==> src/rtl/ex_wb_if.sv <==
// ex_wb_if: bundles the EX->WB stage signals.
//   master side (execute / operand-fetch / control) drives the EX results,
//   control, stall/flush and the operand-fetch source addresses.
//   slave side (ex_wb_stage) drives the register-file write port, the
//   forwarding hits, the sticky flags and the retired-instruction counter.
interface ex_wb_if #(
    parameter int DW = 32,
    parameter int AW = 5,
    parameter int CW = 32
);
    logic          stall;
    logic          flush;
    logic          RW_EX;
    logic [AW-1:0] DA_EX;
    logic [1:0]    MD_EX;
    logic [DW-1:0] F;
    logic [DW-1:0] Data_out;
    logic          NxorV;
    logic          C;
    logic          V;
    logic          N;
    logic          Z;
    logic [AW-1:0] src_a;
    logic [AW-1:0] src_b;
    logic          wr_en;
    logic [AW-1:0] wr_addr;
    logic [DW-1:0] wr_data;
    logic          fwd_a_hit;
    logic          fwd_b_hit;
    logic [3:0]    flags;
    logic [CW-1:0] retired;

    modport master (
        output stall, flush, RW_EX, DA_EX, MD_EX, F, Data_out,
               NxorV, C, V, N, Z, src_a, src_b,
        input  wr_en, wr_addr, wr_data, fwd_a_hit, fwd_b_hit, flags, retired
    );

    modport slave (
        input  stall, flush, RW_EX, DA_EX, MD_EX, F, Data_out,
               NxorV, C, V, N, Z, src_a, src_b,
        output wr_en, wr_addr, wr_data, fwd_a_hit, fwd_b_hit, flags, retired
    );
endinterface

==> src/rtl/ex_wb_stage.sv <==
// ex_wb_stage: EX/WB pipeline register plus writeback mux.
//   clk  - rising-edge clock
//   rst  - synchronous active-high reset (priority over flush and stall)
//   bus  - ex_wb_if.slave: EX results/control in, register-file write port,
//          forwarding hits, sticky {C,V,N,Z} flags and retired counter out.
module ex_wb_stage #(
    parameter int DW = 32,
    parameter int AW = 5,
    parameter int CW = 32
) (
    input  logic      clk,
    input  logic      rst,
    ex_wb_if.slave    bus
);
    logic          valid;
    logic          rw_q;
    logic [AW-1:0] da_q;
    logic [1:0]    md_q;
    logic [DW-1:0] f_q;
    logic [DW-1:0] d_q;
    logic          nv_q;
    logic [3:0]    flags_q;
    logic [CW-1:0] retired_q;

    // The entry leaves the stage when it is replaced: either by a normal
    // load or by a flush bubble (flush overrides stall).
    logic advance;
    assign advance = bus.flush | ~bus.stall;

    always_ff @(posedge clk) begin
        if (rst) begin
            valid     <= 1'b0;
            rw_q      <= 1'b0;
            da_q      <= '0;
            md_q      <= 2'b00;
            f_q       <= '0;
            d_q       <= '0;
            nv_q      <= 1'b0;
            flags_q   <= 4'b0000;
            retired_q <= '0;
        end else begin
            if (valid && advance)
                retired_q <= retired_q + 1'b1;
            if (bus.flush) begin
                // Data fields hold; only the qualifiers are cleared.
                valid <= 1'b0;
                rw_q  <= 1'b0;
            end else if (!bus.stall) begin
                valid   <= 1'b1;
                rw_q    <= bus.RW_EX;
                da_q    <= bus.DA_EX;
                md_q    <= bus.MD_EX;
                f_q     <= bus.F;
                d_q     <= bus.Data_out;
                nv_q    <= bus.NxorV;
                flags_q <= {bus.C, bus.V, bus.N, bus.Z};
            end
        end
    end

    logic [DW-1:0] wb_val;
    always_comb begin
        wb_val = f_q;
        case (md_q)
            2'b01:   wb_val = d_q;
            2'b10:   wb_val = {{(DW-1){1'b0}}, nv_q};
            default: wb_val = f_q;  // 11 is reserved and behaves as 00
        endcase
    end

    // R0 is hard-wired zero, so writes to it are dropped; this also keeps
    // a zero source address from ever matching for forwarding.
    logic we;
    assign we = valid & rw_q & (da_q != '0);

    assign bus.wr_en     = we;
    assign bus.wr_addr   = da_q;
    assign bus.wr_data   = wb_val;
    assign bus.fwd_a_hit = we & (bus.src_a == da_q);
    assign bus.fwd_b_hit = we & (bus.src_b == da_q);
    assign bus.flags     = flags_q;
    assign bus.retired   = retired_q;
endmodule

==> src/flat_wrapper.sv <==
// flat-port wrapper written by rule: the top's interface ports become plain ports
module ex_wb_stage_flat 
#(
    parameter int DW = 32,
    parameter int AW = 5,
    parameter int CW = 32
)
  (clk, rst, bus_stall, bus_flush, bus_RW_EX, bus_DA_EX, bus_MD_EX, bus_F, bus_Data_out, bus_NxorV, bus_C, bus_V, bus_N, bus_Z, bus_src_a, bus_src_b, bus_wr_en, bus_wr_addr, bus_wr_data, bus_fwd_a_hit, bus_fwd_b_hit, bus_flags, bus_retired);
  ex_wb_if #(.DW(DW), .AW(AW), .CW(CW)) bus_i ();
  input  logic clk;
  input  logic rst;
  input wire logic [$bits(bus_i.stall)-1:0] bus_stall;
  input wire logic [$bits(bus_i.flush)-1:0] bus_flush;
  input wire logic [$bits(bus_i.RW_EX)-1:0] bus_RW_EX;
  input wire logic [$bits(bus_i.DA_EX)-1:0] bus_DA_EX;
  input wire logic [$bits(bus_i.MD_EX)-1:0] bus_MD_EX;
  input wire logic [$bits(bus_i.F)-1:0] bus_F;
  input wire logic [$bits(bus_i.Data_out)-1:0] bus_Data_out;
  input wire logic [$bits(bus_i.NxorV)-1:0] bus_NxorV;
  input wire logic [$bits(bus_i.C)-1:0] bus_C;
  input wire logic [$bits(bus_i.V)-1:0] bus_V;
  input wire logic [$bits(bus_i.N)-1:0] bus_N;
  input wire logic [$bits(bus_i.Z)-1:0] bus_Z;
  input wire logic [$bits(bus_i.src_a)-1:0] bus_src_a;
  input wire logic [$bits(bus_i.src_b)-1:0] bus_src_b;
  output wire logic [$bits(bus_i.wr_en)-1:0] bus_wr_en;
  output wire logic [$bits(bus_i.wr_addr)-1:0] bus_wr_addr;
  output wire logic [$bits(bus_i.wr_data)-1:0] bus_wr_data;
  output wire logic [$bits(bus_i.fwd_a_hit)-1:0] bus_fwd_a_hit;
  output wire logic [$bits(bus_i.fwd_b_hit)-1:0] bus_fwd_b_hit;
  output wire logic [$bits(bus_i.flags)-1:0] bus_flags;
  output wire logic [$bits(bus_i.retired)-1:0] bus_retired;
  assign bus_i.stall = bus_stall;
  assign bus_i.flush = bus_flush;
  assign bus_i.RW_EX = bus_RW_EX;
  assign bus_i.DA_EX = bus_DA_EX;
  assign bus_i.MD_EX = bus_MD_EX;
  assign bus_i.F = bus_F;
  assign bus_i.Data_out = bus_Data_out;
  assign bus_i.NxorV = bus_NxorV;
  assign bus_i.C = bus_C;
  assign bus_i.V = bus_V;
  assign bus_i.N = bus_N;
  assign bus_i.Z = bus_Z;
  assign bus_i.src_a = bus_src_a;
  assign bus_i.src_b = bus_src_b;
  assign bus_wr_en = bus_i.wr_en;
  assign bus_wr_addr = bus_i.wr_addr;
  assign bus_wr_data = bus_i.wr_data;
  assign bus_fwd_a_hit = bus_i.fwd_a_hit;
  assign bus_fwd_b_hit = bus_i.fwd_b_hit;
  assign bus_flags = bus_i.flags;
  assign bus_retired = bus_i.retired;
  ex_wb_stage #(.DW(DW), .AW(AW), .CW(CW)) u_core (.clk(clk), .rst(rst), .bus(bus_i));
endmodule
==> config.mk <==
export PLATFORM = sky130hd
export DESIGN_NAME = ex_wb_stage_flat
export DESIGN_NICKNAME = d
export VERILOG_FILES = /design/src/rtl/ex_wb_if.sv /design/src/rtl/ex_wb_stage.sv /design/src/flat_wrapper.sv
export SDC_FILE = /design/constraint.sdc
export NUM_CORES = 1
export LEC_CHECK = 0
export ABC_AREA = 1
export ABC_CLOCK_PERIOD_IN_PS = 4200
export BUFFER_PORTS_ARGS = -buffer_cell sky130_fd_sc_hd__buf_4
export CORE_ASPECT_RATIO = 0.5
export CORE_MARGIN = 8
export CORE_UTILIZATION = 40
export DETAILED_ROUTE_END_ITERATION = 16
export GPL_TIMING_DRIVEN = 0
export PLACE_DENSITY = 0.65
export SLEW_MARGIN = 20
export SYNTH_ARGS = -nofsm -noshare
export SYNTH_HDL_FRONTEND = slang
export SYNTH_SLANG_ARGS = --single-unit
==> constraint.sdc <==
create_clock -name clk -period 4.2 [get_ports clk]
set_clock_uncertainty 0.15 [all_clocks]
set_input_delay 0.63 -clock clk [delete_from_list [all_inputs] [get_ports clk]]
set_output_delay 0.63 -clock clk [all_outputs]
set_load 0.02 [all_outputs]
==> results.py <==
metrics = {
    "status": {
        "status": "complete, no violations",
    },
    "yosys": {
        "yosysTopAreaCell": "dfxtp_1",
        "ys_types": 26,
        "synth_nets": 866,
        "syn_avg_cell_area_sq_um": 6.62,
        "ys_warn_count": 0,
        "synthCells": 772,
        "synth.area.top_cells": "dfxtp_1 43%, nor2_1 16%, nand2_1 10%",
        "synth.cell_area_sq_um": 5110,
        "yosysSeqAreaShare_pct": 43.1,
        "synth-seq-cells": 110,
        "synth_top_area_share_pct": 43.1,
    },
    "sta": {
        "finalHoldViolCount": 0,
        "tns_ps": 0,
        "fin_crit_ps": 2970,
        "period_share_pct": 70.7,
        "slew_violations": 0,
        "setup_viol": 0,
        "setup_ws_ps": 1230,
        "hold_slack_ps": 313,
        "rsz0062_at_grt": "no",
        "max_freq_mhz": 337,
        "worstMarginPinSlew_ps": 581,
        "slew_headroom_pct": 61.3,
    },
    "setup_path": {
        "r2r_slack_ps": 2340,
        "cp.arrival_ps": 2190,
        "cp_max_fo": 10,
        "r2r_end": "u_core.bus.retired[28]",
        "path_class": "register to output port",
        "critPathSlowestCell": "clkbuf_1",
        "setup.worst_path.end": "bus_wr_data[21]",
        "critPathLaunch": "u_core.md_q[0]",
        "r2r_start": "u_core.bus.retired[0]",
        "start_kind": "register",
        "worstRegToRegCells": 7,
        "worstPathCellList": "inv_1, ha_1, clkbuf_1, inv_1, clkbuf_1, nand3_1, nand2_1, buf_4",
        "cp.required_ps": 3420,
        "max_stage_delay_ps": 440,
        "endpoint_kind": "output port",
    },
    "cells_and_area": {
        "final_cell_mix": "213 x nor2_1, 168 x buf_4, 138 x nand2_1",
        "layout-drive-gt1-share_pct": 21.0,
        "final_common_cell": "nor2_1",
        "finalInstanceArea_sq_um": 6850,
        "nets": 1043,
        "antenna_cells": 0,
        "syn_to_final_growth_pct": 34.2,
    },
    "power_and_ir_drop": {
        "powerDensity_nw_per_um2": 338,
        "total_power_mw": 2.32,
        "p_comb_share_pct": 15.2,
        "power.switching_uw": 660,
        "intPower_mw": 1.66,
        "leakage_nw": 3.25,
        "p_sw_share_pct": 28.4,
        "p_seq_share_pct": 48.3,
        "clockPowerShare_pct": 36.5,
        "ir_drop_v": 0.000192,
    },
    "cts": {
        "root_buffer": "clkbuf_16",
        "clk-insertion-delay-late_ps": 350,
        "htreeDepth": 3,
        "clk_pin_slew_worst_paths_ps": 80,
        "cts_setup_buffers": 0,
        "cts_buffers": 9,
        "clock_sinks": 110,
        "cts_tree": "done",
        "cts_resized": 0,
        "cts_max_path_buffers": 2,
        "cts_hold_buf": 0,
    },
    "placement": {
        "dp_slack_ps": 1600,
        "dpl.hpwl_mm": 12.3,
        "postPlaceCellArea_sq_um": 6570,
        "globalplace.congestion": 0.905,
        "port-buffer-count": 166,
    },
    "floorplanning": {
        "dieHeight_um": 95.9,
        "rows": 29,
        "core-area_sq_um": 12600,
        "start_util_pct": 40.7,
        "io_pins": 167,
        "die_w_um": 176,
        "dieArea_sq_um": 16900,
    },
    "route": {
        "first_pass_iters": 5,
        "drtAntennaViolNets": 0,
        "drc": 0,
        "via_count": 5403,
        "first_iter_violations": 305,
        "drt-vias-per-instance": 4.81,
        "wire_per_inst_um": 14.4,
        "wl_mm": 16.2,
    },
    "global_routing": {
        "grt_pass1_wl_mm": 26.6,
        "grt_max_degree": 21,
        "grt_pass1_vias": 5323,
        "grtUsageTotal_pct": 19.5,
        "antenna_found_initial": 0,
        "grt_overflow": 0,
    },
    "worst_hold_path": {
        "holdCritPathClass": "register to register",
        "hp-start": "u_core.rw_q",
    },
    "flow_run": {
        "max_cap_violations": 0,
    },
}
## flip-flops by register name (all words and copies together) (netlist names)
register,cells
u_core.bus.flags,4
u_core.bus.retired,32
u_core.bus.wr_addr,5
u_core.d_q,32
u_core.f_q,32
u_core.md_q,2
u_core.nv_q,1
u_core.rw_q,1
u_core.valid,1
## metrics by stage
step           utilization [%]  std cells
3_3_place_gp              52.3       1108
5_1_grt                   54.6       1124
3_5_place_dp              52.3       1108
4_1_cts                   54.6       1124
6_report                  54.6       1124
2_1_floorplan                -        772
## worst min-delay path by stage
| stage | to | slack (ps) | cells past startpoint |
|---|---|---|---|
| floorplan | u_core.rw_q | 280 | 2 |
| global placement | u_core.rw_q | 300 | 2 |
| detailed placement | u_core.rw_q | 300 | 2 |
| CTS | u_core.rw_q | 320 | 2 |
| global route | u_core.bus.wr_addr[1] | 340 | 3 |
| finish | u_core.rw_q | 310 | 2 |
## cell usage after synthesis
cell type and count:
xor2_1 6, inv_1 60, xnor2_1 6, nand2_1 138, nor2_2 5, clkbuf_1 27, a21oi_1 21, a21oi_4 1
nor2_4 2, buf_2 4, nand3_4 1, o21bai_1 2, buf_1 4, o21ai_0 90, nor3_1 4, o21a_1 1
buf_4 2, nand4_1 12, dfxtp_1 110, nor4_1 2, nor2_1 213, nand3_2 1, nand3_1 54, a211oi_1 1
inv_2 2, ha_1 3
## power by group through the flow
stage               Combinational (mW)  Clock [mW]  Sequential (mW)
floorplan                        0.174           0             1.15
global placement                 0.348           0             1.14
detailed placement               0.352           0             1.14
CTS                              0.354       0.871             1.12
global route                     0.388       0.919             1.13
finish                           0.352       0.847             1.12
## critical path: cells and delay by family (launching register included)
family | cells | cell delay [ps]
flops | 1 | 340
fa+ha+maj | 1 | 280
buf+inv | 5 | 970
simple gates | 2 | 250
## per-layer routing
layer	track usage, %	routed length, um
met1	24.0	7260
met2	33.9	7730
met3	4.39	960
met4	6.38	272
met5	0	0
## cell families after synthesis
kind of cell	after synthesis	share of synthesized area, %
AOI/OAI and AO/OA	116	11.8
adders and majority gates	3	0.735
buffers and inverters	99	7.52
xor gates and xnor gates	12	2.06
DFF	110	43.1
and+or+nand+nor	432	34.8
## area by class of cell
cell class	instances	area, sq um
Fill cell	1273	5700
Multi-Input combinational cell	563	2520
Sequential cell	110	2200
Timing Repair Buffer	166	1250
Inverter	62	233
Clock buffer	9	225
Tap cell	170	213
Buffer	37	151
Clock inverter	7	62.6
No activity file was read; power rests on OpenSTA's default activity.
